### config.mk
export PLATFORM = sky130hd
export DESIGN_NAME = dsm_dac_v2
export DESIGN_NICKNAME = d
export VERILOG_FILES = /design/src/rtl/dsm_pkg.sv /design/src/rtl/dsm_integrator.sv /design/src/rtl/dsm_dac_v2.sv
export SDC_FILE = /design/constraint.sdc
export NUM_CORES = 1
export LEC_CHECK = 0
export CORE_UTILIZATION = 40
export CTS_CLUSTER_SIZE = 20
export DETAILED_ROUTE_END_ITERATION = 10
export SETUP_SLACK_MARGIN = 0.1
export SLEW_MARGIN = 10
export SYNTH_ARGS = -nofsm -noshare
export SYNTH_HDL_FRONTEND = slang
export SYNTH_SLANG_ARGS = --single-unit
export TNS_END_PERCENT = 1
### constraint.sdc
create_clock -name clk -period 8.2 [get_ports clk]
set_input_delay 1.23 -clock clk [delete_from_list [all_inputs] [get_ports clk]]
set_output_delay 1.23 -clock clk [all_outputs]
set_load 0.03 [all_outputs]
### src/rtl/dsm_pkg.sv
`default_nettype none
// ============================================================================
// Module      : dsm_pkg
// Description : Shared types and constants for the delta-sigma DAC.
//               - dsm_state_t : IDLE / RUN controller states
//               - c_ORDER_MIN / c_ORDER_MAX : legal modulator orders
//               - cnt_width() : counter width for a 0..n-1 count (min 1 bit)
// Revision    : 1.0 - initial release
// ============================================================================
package dsm_pkg;

    typedef enum logic [0:0] {
        IDLE = 1'b0,
        RUN  = 1'b1
    } dsm_state_t;

    localparam int c_ORDER_MIN = 1;
    localparam int c_ORDER_MAX = 2;

    // A counter for 0..n-1 still needs one bit when n == 1.
    function automatic int cnt_width(input int n);
        return (n > 1) ? $clog2(n) : 1;
    endfunction

endpackage
`default_nettype wire

### src/rtl/dsm_integrator.sv
`default_nettype none
// ============================================================================
// Module      : dsm_integrator
// Description : One saturating accumulator stage of the modulator loop.
//               acc_nxt = sat(acc + add_in - fb), registered when en=1.
// Ports       : clk     - clock
//               rst     - asynchronous active-low reset
//               clr     - synchronous clear of the accumulator
//               en      - load acc_nxt into the accumulator
//               add_in  - signed input term (AW bits)
//               fb      - signed feedback term (AW bits)
//               acc_nxt - signed saturated next value (combinational)
//               clip    - acc_nxt was clamped (combinational)
// Revision    : 1.0 - initial release
// ============================================================================
module dsm_integrator #(
    parameter int AW = 20
) (
    input  logic          clk,
    input  logic          rst,
    input  logic          clr,
    input  logic          en,
    input  logic [AW-1:0] add_in,
    input  logic [AW-1:0] fb,
    output logic [AW-1:0] acc_nxt,
    output logic          clip
);

    // Two guard bits hold the raw three-term sum without wrapping.
    localparam int c_SW = AW + 2;
    localparam logic signed [c_SW-1:0] c_MAX = {3'b000, {(AW-1){1'b1}}};
    localparam logic signed [c_SW-1:0] c_MIN = {3'b111, {(AW-1){1'b0}}};

    logic [AW-1:0]          r_acc;
    logic signed [c_SW-1:0] w_sum;

    always_comb begin
        w_sum = $signed({{2{r_acc[AW-1]}}, r_acc})
              + $signed({{2{add_in[AW-1]}}, add_in})
              - $signed({{2{fb[AW-1]}}, fb});
        clip    = 1'b0;
        acc_nxt = w_sum[AW-1:0];
        if (w_sum > c_MAX) begin
            acc_nxt = c_MAX[AW-1:0];
            clip    = 1'b1;
        end else if (w_sum < c_MIN) begin
            acc_nxt = c_MIN[AW-1:0];
            clip    = 1'b1;
        end
    end

    always_ff @(posedge clk or negedge rst) begin
        if (!rst) begin
            r_acc <= '0;
        end else if (clr) begin
            r_acc <= '0;
        end else if (en) begin
            r_acc <= acc_nxt;
        end
    end

endmodule
`default_nettype wire

### src/rtl/dsm_dac_v2.sv
`default_nettype none
// ============================================================================
// Module      : dsm_dac_v2
// Description : 1st/2nd-order delta-sigma DAC with a one-entry sample buffer.
//               A tick occurs every DIV clocks while running; every OSR ticks
//               the buffered sample becomes the active sample.
// Ports       : clk      - clock, rising edge
//               rst      - asynchronous active-low reset
//               enable   - run request (level)
//               s_data   - signed input sample, WIDTH bits
//               s_valid  - s_data valid
//               s_ready  - holding buffer empty, sample can be accepted
//               dsm_out  - registered 1-bit modulator output
//               underrun - sticky: a load tick found the buffer empty
//               sat_flag - sticky: an accumulator clipped
// Revision    : 1.0 - initial release
// ============================================================================
module dsm_dac_v2 import dsm_pkg::*; #(
    parameter int WIDTH = 16,
    parameter int EXT   = 4,
    parameter int ORDER = 2,
    parameter int DIV   = 4,
    parameter int OSR   = 8
) (
    input  logic             clk,
    input  logic             rst,
    input  logic             enable,
    input  logic [WIDTH-1:0] s_data,
    input  logic             s_valid,
    output logic             s_ready,
    output logic             dsm_out,
    output logic             underrun,
    output logic             sat_flag
);

    localparam int c_AW     = WIDTH + EXT;
    localparam int c_STAGES = (ORDER >= c_ORDER_MAX) ? c_ORDER_MAX : c_ORDER_MIN;
    localparam int c_DW     = cnt_width(DIV);
    localparam int c_OW     = cnt_width(OSR);
    localparam logic [c_DW-1:0] c_DIV_LAST = c_DW'(DIV - 1);
    localparam logic [c_OW-1:0] c_OSR_LAST = c_OW'(OSR - 1);
    localparam logic [c_AW-1:0] c_FB_POS   = c_AW'(1) << (WIDTH - 1);
    localparam logic [c_AW-1:0] c_FB_NEG   = ~c_FB_POS + c_AW'(1);

    dsm_state_t        r_state;
    dsm_state_t        w_state_nxt;
    logic              w_run;
    logic              w_start;
    logic              w_tick;
    logic              w_step;
    logic              w_stop;
    logic              w_clr;
    logic              w_load;
    logic              w_take;
    logic              w_xfer;
    logic [c_DW-1:0]   r_div;
    logic [c_OW-1:0]   r_osr;
    logic [WIDTH-1:0]  r_buf;
    logic              r_buf_full;
    logic [WIDTH-1:0]  r_active;
    logic [WIDTH-1:0]  w_x;
    logic [c_AW-1:0]   w_x_ext;
    logic [c_AW-1:0]   w_fb;
    logic [c_AW-1:0]   w_acc_nxt [c_STAGES];
    logic [c_STAGES-1:0] w_clip;
    logic              r_dsm;
    logic              r_under;
    logic              r_sat;

    // ---------------- controller: state register ----------------
    always_ff @(posedge clk or negedge rst) begin
        if (!rst) begin
            r_state <= IDLE;
        end else begin
            r_state <= w_state_nxt;
        end
    end

    // ---------------- controller: next state ----------------
    always_comb begin
        w_state_nxt = r_state;
        case (r_state)
            IDLE:    if (enable) w_state_nxt = RUN;
            RUN:     if (w_tick && !enable) w_state_nxt = IDLE;
            default: w_state_nxt = IDLE;
        endcase
    end

    // ---------------- controller: outputs ----------------
    // The tick that notices enable=0 only shuts down; it does no load or
    // integration, so the buffered sample survives for the next run.
    always_comb begin
        w_run   = (r_state == RUN);
        w_start = (r_state == IDLE) && enable;
        w_tick  = w_run && (r_div == c_DIV_LAST);
        w_step  = w_tick && enable;
        w_stop  = w_tick && !enable;
        w_clr   = !w_run || w_stop;
        w_load  = w_step && (r_osr == '0);
    end

    // ---------------- tick / load counters ----------------
    always_ff @(posedge clk or negedge rst) begin
        if (!rst) begin
            r_div <= '0;
            r_osr <= '0;
        end else begin
            if (w_clr || w_tick) begin
                r_div <= '0;
            end else begin
                r_div <= r_div + c_DW'(1);
            end
            if (w_clr) begin
                r_osr <= '0;
            end else if (w_step) begin
                r_osr <= (r_osr == c_OSR_LAST) ? '0 : r_osr + c_OW'(1);
            end
        end
    end

    // ---------------- holding buffer and active sample ----------------
    // A transfer needs an empty buffer and a load consumes only a full one,
    // so the two never act on the buffer in the same cycle.
    assign w_xfer  = s_valid && !r_buf_full;
    assign w_take  = w_load && r_buf_full;
    assign s_ready = !r_buf_full;

    always_ff @(posedge clk or negedge rst) begin
        if (!rst) begin
            r_buf      <= '0;
            r_buf_full <= 1'b0;
            r_active   <= '0;
        end else begin
            if (w_xfer) begin
                r_buf      <= s_data;
                r_buf_full <= 1'b1;
            end else if (w_take) begin
                r_buf_full <= 1'b0;
            end
            if (w_take) begin
                r_active <= r_buf;
            end
        end
    end

    // The load tick already integrates the newly loaded sample.
    assign w_x     = w_take ? r_buf : r_active;
    assign w_x_ext = {{EXT{w_x[WIDTH-1]}}, w_x};
    assign w_fb    = r_dsm ? c_FB_POS : c_FB_NEG;

    // ---------------- integrator chain ----------------
    for (genvar k = 0; k < c_STAGES; k++) begin : g_stage
        logic [c_AW-1:0] w_add;
        if (k == 0) begin : g_first
            assign w_add = w_x_ext;
        end else begin : g_chain
            assign w_add = w_acc_nxt[k-1];
        end
        dsm_integrator #(
            .AW (c_AW)
        ) u_integrator (
            .clk     (clk),
            .rst     (rst),
            .clr     (w_clr),
            .en      (w_step),
            .add_in  (w_add),
            .fb      (w_fb),
            .acc_nxt (w_acc_nxt[k]),
            .clip    (w_clip[k])
        );
    end

    // ---------------- output bit and sticky flags ----------------
    always_ff @(posedge clk or negedge rst) begin
        if (!rst) begin
            r_dsm   <= 1'b0;
            r_under <= 1'b0;
            r_sat   <= 1'b0;
        end else begin
            if (w_clr) begin
                r_dsm <= 1'b0;
            end else if (w_step) begin
                r_dsm <= ~w_acc_nxt[c_STAGES-1][c_AW-1];
            end
            if (w_start) begin
                r_under <= 1'b0;
            end else if (w_load && !r_buf_full) begin
                r_under <= 1'b1;
            end
            if (w_start) begin
                r_sat <= 1'b0;
            end else if (w_step && (|w_clip)) begin
                r_sat <= 1'b1;
            end
        end
    end

    assign dsm_out  = r_dsm;
    assign underrun = r_under;
    assign sat_flag = r_sat;

endmodule
`default_nettype wire

==> metrics.md <==
| Metric | Value |
|---|---|
| Crit path kind | in2reg |
| Worst-Margin Slew | 1.06 ns |
| Top-count cell post-synth | inv_1 |
| Largest net degree at the start of global routing | 83 |
| Critical path fanouts, max | 19 |
| Critical path required time | 8.43 ns |
| CTS clk-pin slew, worst paths | 0.06 ns |
| Status | complete, no violations |
| Gr ovfl total | 0 |
| Share of cells above drive strength 1 | 0.255 |
| Multi-input logic area | 4270 um^2 |
| DRT antenna net count | 0 |
| Arr. time, crit path | 7.80 ns |
| Top delay family on crit path | compound AO/OA/AOI/OAI gates |
| FF+latch count, synth | 82 |
| Top post-synthesis cells by area | dfrtp_1 31%, ha_1 14%, inv_1 6.8% |
| Violation count after the first detailed-route iteration | 333 |
| Max_slew headroom | 0.296 |
| Layout Nets | 1004 |
| CP Buf/Inv Count | 8 |
| Initial antenna violation count | 0 |
| IO buf count | 23 |
| Post-Syn Nets | 854 |
| Area growth syn-to-layout | 28.8% |
| Slowest stage cell, crit path | fa_1 |
| Post-route minimum period | 7.58 ns |
| RePlAce Congestion | 0.880 |
| Core Region | 16500 um^2 |
| Ant diodes | 0 |
| Max-Cap Viols | 0 |
| Routed length per instance | 15.3 um |
| Clk_skew | 0.00898 ns |
| Htree depth | 3 |
| Final setup fails | 0 |
| First drt pass iteration count | 5 |
| Top cell type by total area after synthesis | dfrtp_1 |
| CTS Sinks | 82 |
| Io pins | 24 |
| Num CTS Buffers | 9 |
| DIE AREA | 17300 um^2 |
| Post-Syn Instances | 752 |
| Area of the mapped netlist | 6730 um^2 |
| Final worst path period share | 0.924 |
| Die Ht | 132 um |
| Post-detail-place hpwl | 13.4 mm |
| Async S/R FF share, synth | 1.00 |
| Skew-Pair Late Insertion Delay | 0.35 ns |
| Final Hold Viols | 0 |
| Routed WL | 17.3 mm |
| Hold Buf Count CTS | 0 |
| Synth top area share | 0.305 |
| Cell mode on critical path | a21o_1 |
| Die X | 132 um |
| Starting Density | 0.407 |
| Synth unique cells | 67 |
| GRT Resource Usage Total | 0.212 |
| Worst setup SP type | primary input |
| Fill count | 1530 |
| Post-synth top cells | 122 x inv_1, 82 x dfrtp_1, 74 x ha_1 |
| EDFF count, synth | 0 |
| RSZ-0062 raised after global routing | no |
| First-pass GRT wire length | 29.1 mm |
| Sequential standard cell area | 2050 um^2 |
| Critical path's largest stage delay | 0.48 ns |
| Hold_ws | 0.437 ns |
| Via-per-instance ratio | 5.17 |
| YS warnings | 0 |
| Hold crit path type | reg2reg |
| Vias in the first global route | 5982 |
| Primary FF master, synth | dfrtp_1 |
| # DRC | 0 |
| Sequential-to-total area share from yosys stat | 0.305 |
| Fmax | 132 MHz |
| Max Transition Viols Final | 0 |
| Bufs on Longest Clock Path | 2 |
| CTS tree | built |
| Crit end category | register |
| Via count | 5823 |
| CTS root buf | clkbuf_16 |
| Syn Area/Cell | 8.94 um^2 |
| FP Rows | 47 |
## layout by cell type, fill, tap and decap left out, types with 18 or more instances in the layout
| master | instances |
|---|---|
| clkdlybuf4s50_1 | 21 |
| nand2_1 | 50 |
| mux2_2 | 18 |
| xnor2_1 | 26 |
| buf_4 | 137 |
| dfrtp_1 | 82 |
| a21o_1 | 27 |
| inv_1 | 121 |
| nor2_1 | 31 |
| ha_1 | 73 |
| o21ai_0 | 31 |
| a21oi_1 | 51 |
## metal layers
metal,global-route usage,up-vias,part of all wire
met5,0,-,0
met4,0.0724,0,0.015
met3,0.0336,19,0.037
met2,0.341,116,0.46
met1,0.288,2791,0.49
li1,-,2897,-
## cell type report
type / instances / share of cell area
clock buffers: 11 / 0.0269
clock inverters: 5 / 0.00462
inverters: 122 / 0.0529
multi-input cells: 523 / 0.493
flip-flops and latches: 82 / 0.237
well taps: 220 / 0.0318
repair buffers: 164 / 0.154
## worst reg2reg max path, delay by kind of cell (launching register included)
family,cells,cell delay (ns)
muxes,1,0.21
adders and majority gates,5,1.59
AOI/OAI and AO/OA,12,2.07
buffers and inverters,8,0.89
DFF,1,0.40
and+or+nand+nor,9,2.17
## timing repair
item / in CTS / in global routing
pin swaps: 1 / 8
resized for setup: 7 / 33
setup buffers: 0 / 5
endpoints found under the setup margin: 20 / 21
## stage by stage
step	setup WS (ns)	utilization	TNS (ns)	cells	cell area, um^2
after floorplan	0.124	-	0	752	6750
after global placement	-0.384	0.494	-7.27	1106	8170
after detailed placement	-0.428	0.494	-7.87	1106	8170
after CTS	0.115	0.513	0	1122	8480
after global routing	0.343	0.524	0	1127	8660
final	0.624	0.524	0	1127	8660
## sequential cells by signal (all words and copies together), names as in the netlist
signal,flops
g_stage.u_integrator.r_acc,40
r_active,16
r_buf,16
r_osr,3
r_div,2
dsm_out,1
r_buf_full,1
r_state,1
sat_flag,1
underrun,1
## logic make-up (layout without fill, tap and decap cells)
family / Yosys count / count (layout) / synth area share
buffers and inverters: 147 / 302 / 0.0871
muxes: 36 / 36 / 0.0578
adders and majority gates: 82 / 82 / 0.161
and+or+nand+nor: 172 / 172 / 0.129
xor gates and xnor gates: 39 / 39 / 0.0508
DFF: 82 / 82 / 0.305
AOI/OAI and AO/OA: 194 / 194 / 0.209
## worst paths after layout
path	from	end	slack (ns)	cells past startpoint
worst max register to register	r_osr[0]	g_stage[1].u_integrator.r_acc[16]	0.73	35
worst min-delay path	r_div[0]	r_div[0]	0.44	1
worst max-delay path	enable	g_stage[1].u_integrator.r_acc[16]	0.62	34
min in group asynchronous	rst	r_buf[1]	1.09	1
worst min register to register	r_div[0]	r_div[0]	0.44	1
max in group asynchronous	rst	g_stage[0].u_integrator.r_acc[18]	6.45	1
Power is left out: the tool's default activity adds up to more than one toggle a clock period on the data nets, which glitch-free logic cannot reach.
